$ cat src/rtl/bus_mux16_rr_arbiter_if.sv
// Handshake bundle between the 16 requesters and the shared-mux arbiter.
// The slave side is the arbiter; the master side drives requests and arbEnable.
interface bus_mux16_rr_arbiter_if;
  logic        arbEnable;
  logic [15:0] req;
  logic [3:0]  sel;
  logic        enable;
  logic [15:0] grant;
  logic        busy;
  logic        preempt;

  modport master (
    output arbEnable, req,
    input  sel, enable, grant, busy, preempt
  );

  modport slave (
    input  arbEnable, req,
    output sel, enable, grant, busy, preempt
  );
endinterface

$ cat src/rtl/bus_mux16_rr_arbiter.sv
// Round-robin owner selection for a 16:1 bus mux. Holds the owner while its request
// stays high, bounded by holdMax when others wait, with one dead cycle per handover.
module bus_mux16_rr_arbiter #(
  parameter int holdMax = 16
) (
  input  logic                         clock,
  input  logic                         reset,
  bus_mux16_rr_arbiter_if.slave        bus
);
  localparam int          NUM_REQ   = 16;
  localparam logic [7:0]  HOLD_LAST = 8'(holdMax - 1);

  typedef enum logic [1:0] {IDLE, GRANT, GAP} state_e;

  state_e               state_q, state_d;
  logic [3:0]           sel_q, sel_d;
  logic                 enable_q, enable_d;
  logic [NUM_REQ-1:0]   grant_q, grant_d;
  logic                 busy_q, busy_d;
  logic                 preempt_q, preempt_d;
  logic [7:0]           hold_cnt_q, hold_cnt_d;
  logic [3:0]           last_q, last_d;

  logic [3:0]           win;
  logic                 win_vld;
  logic [3:0]           idx;
  logic                 others;

  // Search starts just after the last owner; the 4-bit add wraps modulo 16.
  always_comb begin
    win     = '0;
    win_vld = 1'b0;
    idx     = '0;
    for (int k = 1; k <= NUM_REQ; k++) begin
      idx = last_q + 4'(k);
      if (!win_vld && bus.req[idx]) begin
        win     = idx;
        win_vld = 1'b1;
      end
    end
  end

  assign others = |(bus.req & ~grant_q);

  always_comb begin
    state_d    = state_q;
    sel_d      = sel_q;
    enable_d   = enable_q;
    grant_d    = grant_q;
    busy_d     = busy_q;
    preempt_d  = 1'b0;
    hold_cnt_d = hold_cnt_q;
    last_d     = last_q;
    case (state_q)
      IDLE, GAP: begin
        if (bus.arbEnable && win_vld) begin
          state_d    = GRANT;
          grant_d    = 16'h0001 << win;
          sel_d      = win;
          enable_d   = 1'b1;
          busy_d     = 1'b1;
          hold_cnt_d = '0;
        end else begin
          state_d  = IDLE;
          enable_d = 1'b0;
          grant_d  = '0;
          busy_d   = 1'b0;
        end
      end
      GRANT: begin
        // A falling owner request outranks the timeout, so no preempt on that edge.
        if (!bus.req[sel_q]) begin
          state_d    = GAP;
          last_d     = sel_q;
          grant_d    = '0;
          enable_d   = 1'b0;
          hold_cnt_d = '0;
        end else if (hold_cnt_q == HOLD_LAST && others) begin
          state_d    = GAP;
          last_d     = sel_q;
          grant_d    = '0;
          enable_d   = 1'b0;
          preempt_d  = 1'b1;
          hold_cnt_d = '0;
        end else if (hold_cnt_q != HOLD_LAST) begin
          hold_cnt_d = hold_cnt_q + 8'd1;
        end
      end
      default: begin
        state_d  = IDLE;
        enable_d = 1'b0;
        grant_d  = '0;
        busy_d   = 1'b0;
      end
    endcase
  end

  always_ff @(posedge clock or posedge reset) begin
    if (reset) begin
      state_q    <= IDLE;
      sel_q      <= '0;
      enable_q   <= 1'b0;
      grant_q    <= '0;
      busy_q     <= 1'b0;
      preempt_q  <= 1'b0;
      hold_cnt_q <= '0;
      last_q     <= 4'd15;
    end else begin
      state_q    <= state_d;
      sel_q      <= sel_d;
      enable_q   <= enable_d;
      grant_q    <= grant_d;
      busy_q     <= busy_d;
      preempt_q  <= preempt_d;
      hold_cnt_q <= hold_cnt_d;
      last_q     <= last_d;
    end
  end

  assign bus.sel     = sel_q;
  assign bus.enable  = enable_q;
  assign bus.grant   = grant_q;
  assign bus.busy    = busy_q;
  assign bus.preempt = preempt_q;
endmodule

$ cat src/flat_wrapper.sv
// flat-port wrapper written by rule: the top's interface ports become plain ports
module bus_mux16_rr_arbiter_flat 
#(
  parameter int holdMax = 16
)
  (clock, reset, bus_arbEnable, bus_req, bus_sel, bus_enable, bus_grant, bus_busy, bus_preempt);
  bus_mux16_rr_arbiter_if bus_i ();
  input  logic clock;
  input  logic reset;
  input wire logic [$bits(bus_i.arbEnable)-1:0] bus_arbEnable;
  input wire logic [$bits(bus_i.req)-1:0] bus_req;
  output wire logic [$bits(bus_i.sel)-1:0] bus_sel;
  output wire logic [$bits(bus_i.enable)-1:0] bus_enable;
  output wire logic [$bits(bus_i.grant)-1:0] bus_grant;
  output wire logic [$bits(bus_i.busy)-1:0] bus_busy;
  output wire logic [$bits(bus_i.preempt)-1:0] bus_preempt;
  assign bus_i.arbEnable = bus_arbEnable;
  assign bus_i.req = bus_req;
  assign bus_sel = bus_i.sel;
  assign bus_enable = bus_i.enable;
  assign bus_grant = bus_i.grant;
  assign bus_busy = bus_i.busy;
  assign bus_preempt = bus_i.preempt;
  bus_mux16_rr_arbiter #(.holdMax(holdMax)) u_core (.clock(clock), .reset(reset), .bus(bus_i));
endmodule
$ cat config.mk
export PLATFORM = sky130hd
export DESIGN_NAME = bus_mux16_rr_arbiter_flat
export DESIGN_NICKNAME = d
export VERILOG_FILES = /design/src/rtl/bus_mux16_rr_arbiter_if.sv /design/src/rtl/bus_mux16_rr_arbiter.sv /design/src/flat_wrapper.sv
export SDC_FILE = /design/constraint.sdc
export NUM_CORES = 1
export LEC_CHECK = 0
export CAP_MARGIN = 10
export CORE_UTILIZATION = 50
export DETAILED_ROUTE_END_ITERATION = 12
export HOLD_SLACK_MARGIN = 0.08
export MAX_ROUTING_LAYER = met4
export PLACE_DENSITY_LB_ADDON = 0.05
export SKIP_LAST_GASP = 1
export SYNTH_ARGS = -nofsm -noshare
export SYNTH_HDL_FRONTEND = slang
export SYNTH_SLANG_ARGS = --single-unit
$ cat constraint.sdc
create_clock -name clock -period 7.74 [get_ports clock]
set_input_delay 1.548 -clock clock [delete_from_list [all_inputs] [get_ports clock]]
set_output_delay 1.548 -clock clock [all_outputs]
set_load 0.1 [all_outputs]
==> results of run 1 <==
==> tightest hold or removal path, stage by stage, from the launching register on <==
cell	delay, ns
dfrtp_1	0.38
nand2_1	0.06
o31ai_1	0.06
==> sequential cells by signal, indices dropped and copies added (netlist names) <==
register,count
u_core.bus.preempt,1
u_core.bus.busy,1
u_core.bus.grant,16
u_core.bus.sel,4
u_core.last_q,4
u_core.state_q,2
u_core.hold_cnt_q,8
u_core.bus.enable,1
==> metal layers <==
layer / GRT usage (%) / vias up / share of wire (%)
met2: 46.4 / 233 / 43
met4: 8.59 / 0 / 3.0
met3: 5.91 / 39 / 9.8
met5: - / - / 0
met1: 46.1 / 1918 / 44
li1: - / 1781 / -
==> layout make-up <==
class | instances | area [um2] | area share, %
diodes | 1 | 2.50 | 0.0539
clock buffers | 7 | 86.3 | 1.86
clock inverters | 1 | 30.0 | 0.647
inverters | 23 | 86.3 | 1.86
multi-input cells | 367 | 2940 | 63.4
flip-flops and latches | 37 | 931 | 20.1
well taps | 102 | 128 | 2.75
repair buffers | 44 | 433 | 9.33
==> stage by stage <==
stage,std cells,hold slack [ns],util [%],area (um2),setup WS [ns]
finish,582,0.526,59.4,4640,1.94
detailed placement,573,0.498,57.9,4520,2.06
CTS,581,0.526,59.4,4640,2.05
global route,582,0.552,59.4,4640,1.55
global placement,573,0.507,57.9,4520,2.06
floorplan,449,0.502,-,4080,2.54
==> final timing paths <==
kind	endpoint	cells after the start	slack, ns	startpoint
setup / recovery	u_core.hold_cnt_q[1]	12	1.94	u_core.last_q[1]
hold / removal	u_core.bus.grant[12]	2	0.53	u_core.bus.grant[12]
setup reg to reg	u_core.hold_cnt_q[1]	12	1.94	u_core.last_q[1]
hold reg to reg	u_core.bus.grant[12]	2	0.53	u_core.bus.grant[12]
max in group asynchronous	u_core.last_q[2]	3	5.70	reset
min in group asynchronous	u_core.bus.sel[2]	3	1.66	reset
==> cell usage in the layout (no fill, tap or decap), types with 4 or more instances in the layout <==
master           netlist  final
nand3_1               17     17
a21o_1                 5      5
and3_1                 8      8
nor2b_1               12     12
a31oi_1                4      4
nor2_1                28     28
mux2i_1               28     28
nand2_1               38     38
xnor2_1               15     15
o22ai_1               10     10
o211ai_1               7      7
clkbuf_8               0      6
o2111ai_1              4      4
ha_1                   9      9
a211o_1                5      5
xor2_1                 6      6
o31ai_1                8      8
dfrtp_1               33     33
o21ai_0               19     19
nand2b_1               6      6
a32o_1                 8      8
and2_1                 5      5
mux4_2                24     24
clkdlybuf4s50_1        0     41
inv_1                 21     21
mux2_2                13     13
nor3_1                11     11
a21oi_1               24     24
dfstp_2                4      4
==> kinds of logic after synthesis <==
kind of cell	synth area share, %
fa+ha+maj	2.76
buf+inv	5.06
mux	24.3
compound gates	22.0
flops	22.8
simple gates	18.6
xor+xnor	4.51
==> metrics, run 1 <==
critical path startpoint category=register; number of synthesized flops with an enable pin=0; setup TNS=0 ns; initial antenna violation count=1; Worst-path clk slew=0.08 ns; max cap viols=0; Syn Nets=477; Syn Area/Cell=9.09 um2; Max Clock Skew=0.00902 ns; vias in the first global route=3778; ys async rst share=100%; Post-CTS Hold Fix Bufs=0; Slew Viols, Final=0; dominant synthesized flop cell=dfrtp_1; clk root buf=clkbuf_8; largest area contributor in the netlist=dfrtp_1; max frequency=172 MHz; Vias/cell=6.82; CTS tree=done; synth warn=0; synth unique cells=72; outcome=completed; global-route wire length before repair=20500 um; clock latency on the worst-skew pair=0.28 ns; Setup CP Type=register to register; worst rel slew slack=34.1%; CP top delay family=simple AND/OR/NAND/NOR gates; period utilization=75.0%; Starting Density=52.3%; share of cells above drive strength 1=14.0%; H-tree levels=2; Final #Nets=506; Hold/Removal Path Class=register to register; Top Ports=42; Clock Path Buffers=2; CTS Sinks=37; drt wl/cell=22.1 um; crit-path max FO=29; Synth area leaders=dfrtp_1, mux4_2, mux2i_1; Buffers & Inverters on Critical Path=1; RSZ-0062 raised after global routing=no; postcts setup bufs=0; std cell rows=32; post-synthesis sequential area ratio=22.8%; post-CTS resize count=0; Routed Antenna Nets=0; # port buffers=41; gpl congestion=1.04; Post-synth top cells=nand2_1, dfrtp_1, mux2i_1, nor2_1; register bit total from synthesis=37; filler cell count=698; Yosys top cell area share=20.2%; Die Width=92.3 um; Worst EP arrival=5.98 ns; Area Overhead vs Synth=13.7%; Final Hold Fails=0; Inserted Clock Buffers=5; 1st-iter DRT viols=349; synthesized netlist cell count=449; overall routing resource usage=32.0%; Post-Route WL=12800 um; Via Count=3971; most frequent cell after synthesis=nand2_1; die area=8530 um2; pin count of the biggest net entering global routing=38; first drt pass iteration count=6; core area=7810 um2; Post-DP HPWL=9620 um; Synth Cell Area=4080 um2; worst slew pin tran=0.986 ns; gr ovfl total=0; slowest cell on the critical path=dfstp_2; Final min period=5.80 ns; Critical Path End Type=register; DRC viols=0; Crit path largest cell delay=1.02 ns; Die Span Y=92.3 um; critical-path cell list=inv_1 -> ha_1 -> mux2i_1 -> and3_1 -> nor4_1 -> a21oi_1 -> nand4_2 -> o41a_1 -> or2_1 -> nor2b_1 -> nand3b_1 -> o21ai_1; Setup-failing EPs final=0; Worst Path Required=7.91 ns
Power of run 1 is not shown: default switching activity piles up to over one toggle a cycle in this logic, so the estimate is an artifact.
==> inputs of run 2 (changes only) <==
==> constraint.sdc (replaced) <==
create_clock -name clock -period 6.07 [get_ports clock]
set_input_delay 1.214 -clock clock [delete_from_list [all_inputs] [get_ports clock]]
set_output_delay 1.214 -clock clock [all_outputs]
set_load 0.1 [all_outputs]
==> run 2 against run 1 <==
  * Hold slack lost 0.030 ns
  * Fmax increased by 14%
  * Wire length shrank 0.39%
  * Clock skew about the same
  * Setup slack worse by 0.94 ns
  * Highest routed layer unchanged
  * Register-to-register slack worse by 0.94 ns
  * Count of clock-buffer cells in the layout is 2 lower
  * Critical path depth unchanged
  * Via count increased by 0.93%
  * Global-route usage shrank 0.44 points
  * Critical path type unchanged
  * Cell count increased by 0.86%
==> metrics, run 2 (synthesis results as in run 1) <==
outcome=completed (unchanged); Vias/cell=6.83 (was 6.82); filler cell count=692 (was 698); Worst EP arrival=5.26 ns (was 5.98 ns); post-CTS resize count=0 (unchanged); std cell rows=32 (unchanged); crit-path max FO=15 (was 29); Die Span Y=92.3 um (unchanged); initial antenna violation count=0 (was 1); critical path startpoint category=register (unchanged); vias in the first global route=3671 (was 3778); RSZ-0062 raised after global routing=no (unchanged); Ant. Diodes=0 (was 1); clk root buf=clkbuf_8 (unchanged); Post-CTS Hold Fix Bufs=0 (unchanged); period utilization=83.6% (was 75.0%); Post-Route WL=12800 um (about the same); CTS tree=done (unchanged); worst hold slack=0.495 ns (was 0.526 ns); Worst-path clk slew=0.09 ns (was 0.08 ns); Starting Density=52.3% (unchanged); CTS Sinks=37 (unchanged); die area=8530 um2 (unchanged); global-route wire length before repair=20100 um (was 20500 um); setup TNS=0 ns (unchanged); Post-DP HPWL=9760 um (was 9620 um); Inserted Clock Buffers=5 (unchanged); clock latency on the worst-skew pair=0.30 ns (was 0.28 ns); Setup-failing EPs final=0 (unchanged); share of cells above drive strength 1=15.3% (was 14.0%); core area=7810 um2 (unchanged); most common cell after layout, fill and taps aside=clkdlybuf4s50_1 (unchanged); DRC viols=0 (unchanged); Via Count=4008 (was 3971); pin count of the biggest net entering global routing=38 (unchanged); max frequency=197 MHz (was 172 MHz); Final Hold Fails=0 (unchanged); max cap viols=0 (unchanged); global routing's busiest layer=met2 (unchanged); worst slew pin tran=0.992 ns (was 0.986 ns); Die Width=92.3 um (unchanged); Top Ports=42 (unchanged); Max Clock Skew=0.00948 ns (was 0.00902 ns); Slew Viols, Final=0 (unchanged); Clock Path Buffers=2 (unchanged); H-tree levels=2 (unchanged); Final min period=5.08 ns (was 5.80 ns); max reg flops=16 (unchanged); 1st-iter DRT viols=317 (was 349); # port buffers=41 (unchanged); met3 usage=6.32% (was 5.91%); drt wl/cell=21.8 um (was 22.1 um); met1 Resource Use GR=43.5% (was 46.1%); Setup CP Type=register to register (unchanged); Hold/Removal Path Class=register to register (unchanged); Routed Antenna Nets=0 (unchanged); worst rel slew slack=33.6% (was 34.1%); Final #Nets=512 (was 506); first drt pass iteration count=5 (was 6); overall routing resource usage=31.6% (was 32.0%); Worst Path Required=6.25 ns (was 7.91 ns); Area Overhead vs Synth=14.1% (was 13.7%); commonest non-fill, non-tap cells in the layout=clkdlybuf4s50_1, nand2_1, dfrtp_1 (unchanged); gr ovfl total=0 (unchanged); R2R setup slack=0.99 ns (was 1.94 ns); postcts setup bufs=0 (unchanged); gpl congestion=1.00 (was 1.04); met2 global-route usage=46.5% (was 46.4%); Critical Path End Type=register (unchanged)
## run 2: cell types whose count changed in the layout (fill, tap and decap cells not counted)
cell / change
bufinv_16: -1
clkbuf_1: -1
clkbuf_8: -1
buf_4: +6
clkinv_2: +1
diode_2: -1
inv_6: +1
clkinvlp_4: +1
## run 2: stage by stage
step / setup slack [ns] / area, um2 / utilization [%] / std cells
floorplan: 0.873 / 4080 / - / 449
global placement: 0.765 / 4570 / 58.5 / 579
detailed placement: 0.750 / 4570 / 58.5 / 579
CTS: 1.04 / 4660 / 59.6 / 587
global route: 0.545 / 4660 / 59.6 / 587
finish: 0.995 / 4660 / 59.6 / 587
## run 2: layout make-up
type,count,area [um2],share of cell area [%]
inverters,23,86.3,1.85
repair buffers,50,478,10.3
well taps,102,128,2.74
flip-flops and latches,37,931,20.0
clock inverters,3,21.3,0.457
multi-input cells,367,2940,63.2
clock buffers,5,68.8,1.48
## run 2: metal layers
| layer | part of all wire, % | vias up |
|---|---|---|
| met5 | 0 | - |
| li1 | - | 1794 |
| met2 | 45 | 222 |
| met1 | 44 | 1962 |
| met4 | 3.1 | 0 |
| met3 | 8.2 | 30 |
## run 2: final timing paths
check | to | from | cells after the start
max | u_core.hold_cnt_q[1] | u_core.last_q[0] | 12
min | u_core.bus.enable | u_core.bus.enable | 1
max reg2reg | u_core.hold_cnt_q[1] | u_core.last_q[0] | 12
min reg2reg | u_core.bus.enable | u_core.bus.enable | 1
max in group asynchronous | u_core.last_q[2] | reset | 3
min in group asynchronous | u_core.bus.preempt | reset | 3
## run 2: critical path: stages, from the launching register on
cell      delay (ns)
dfstp_2         0.54
clkinv_1        0.25
ha_1            0.75
mux2i_1         0.24
and3_1          0.23
nor4_1          0.79
a21oi_1         0.39
nand4_2         0.29
o41a_1          0.57
or2_1           0.21
nor2b_1         0.46
nand3b_1        0.17
o21ai_1         0.07
Power of run 2 is left out for the same reason.
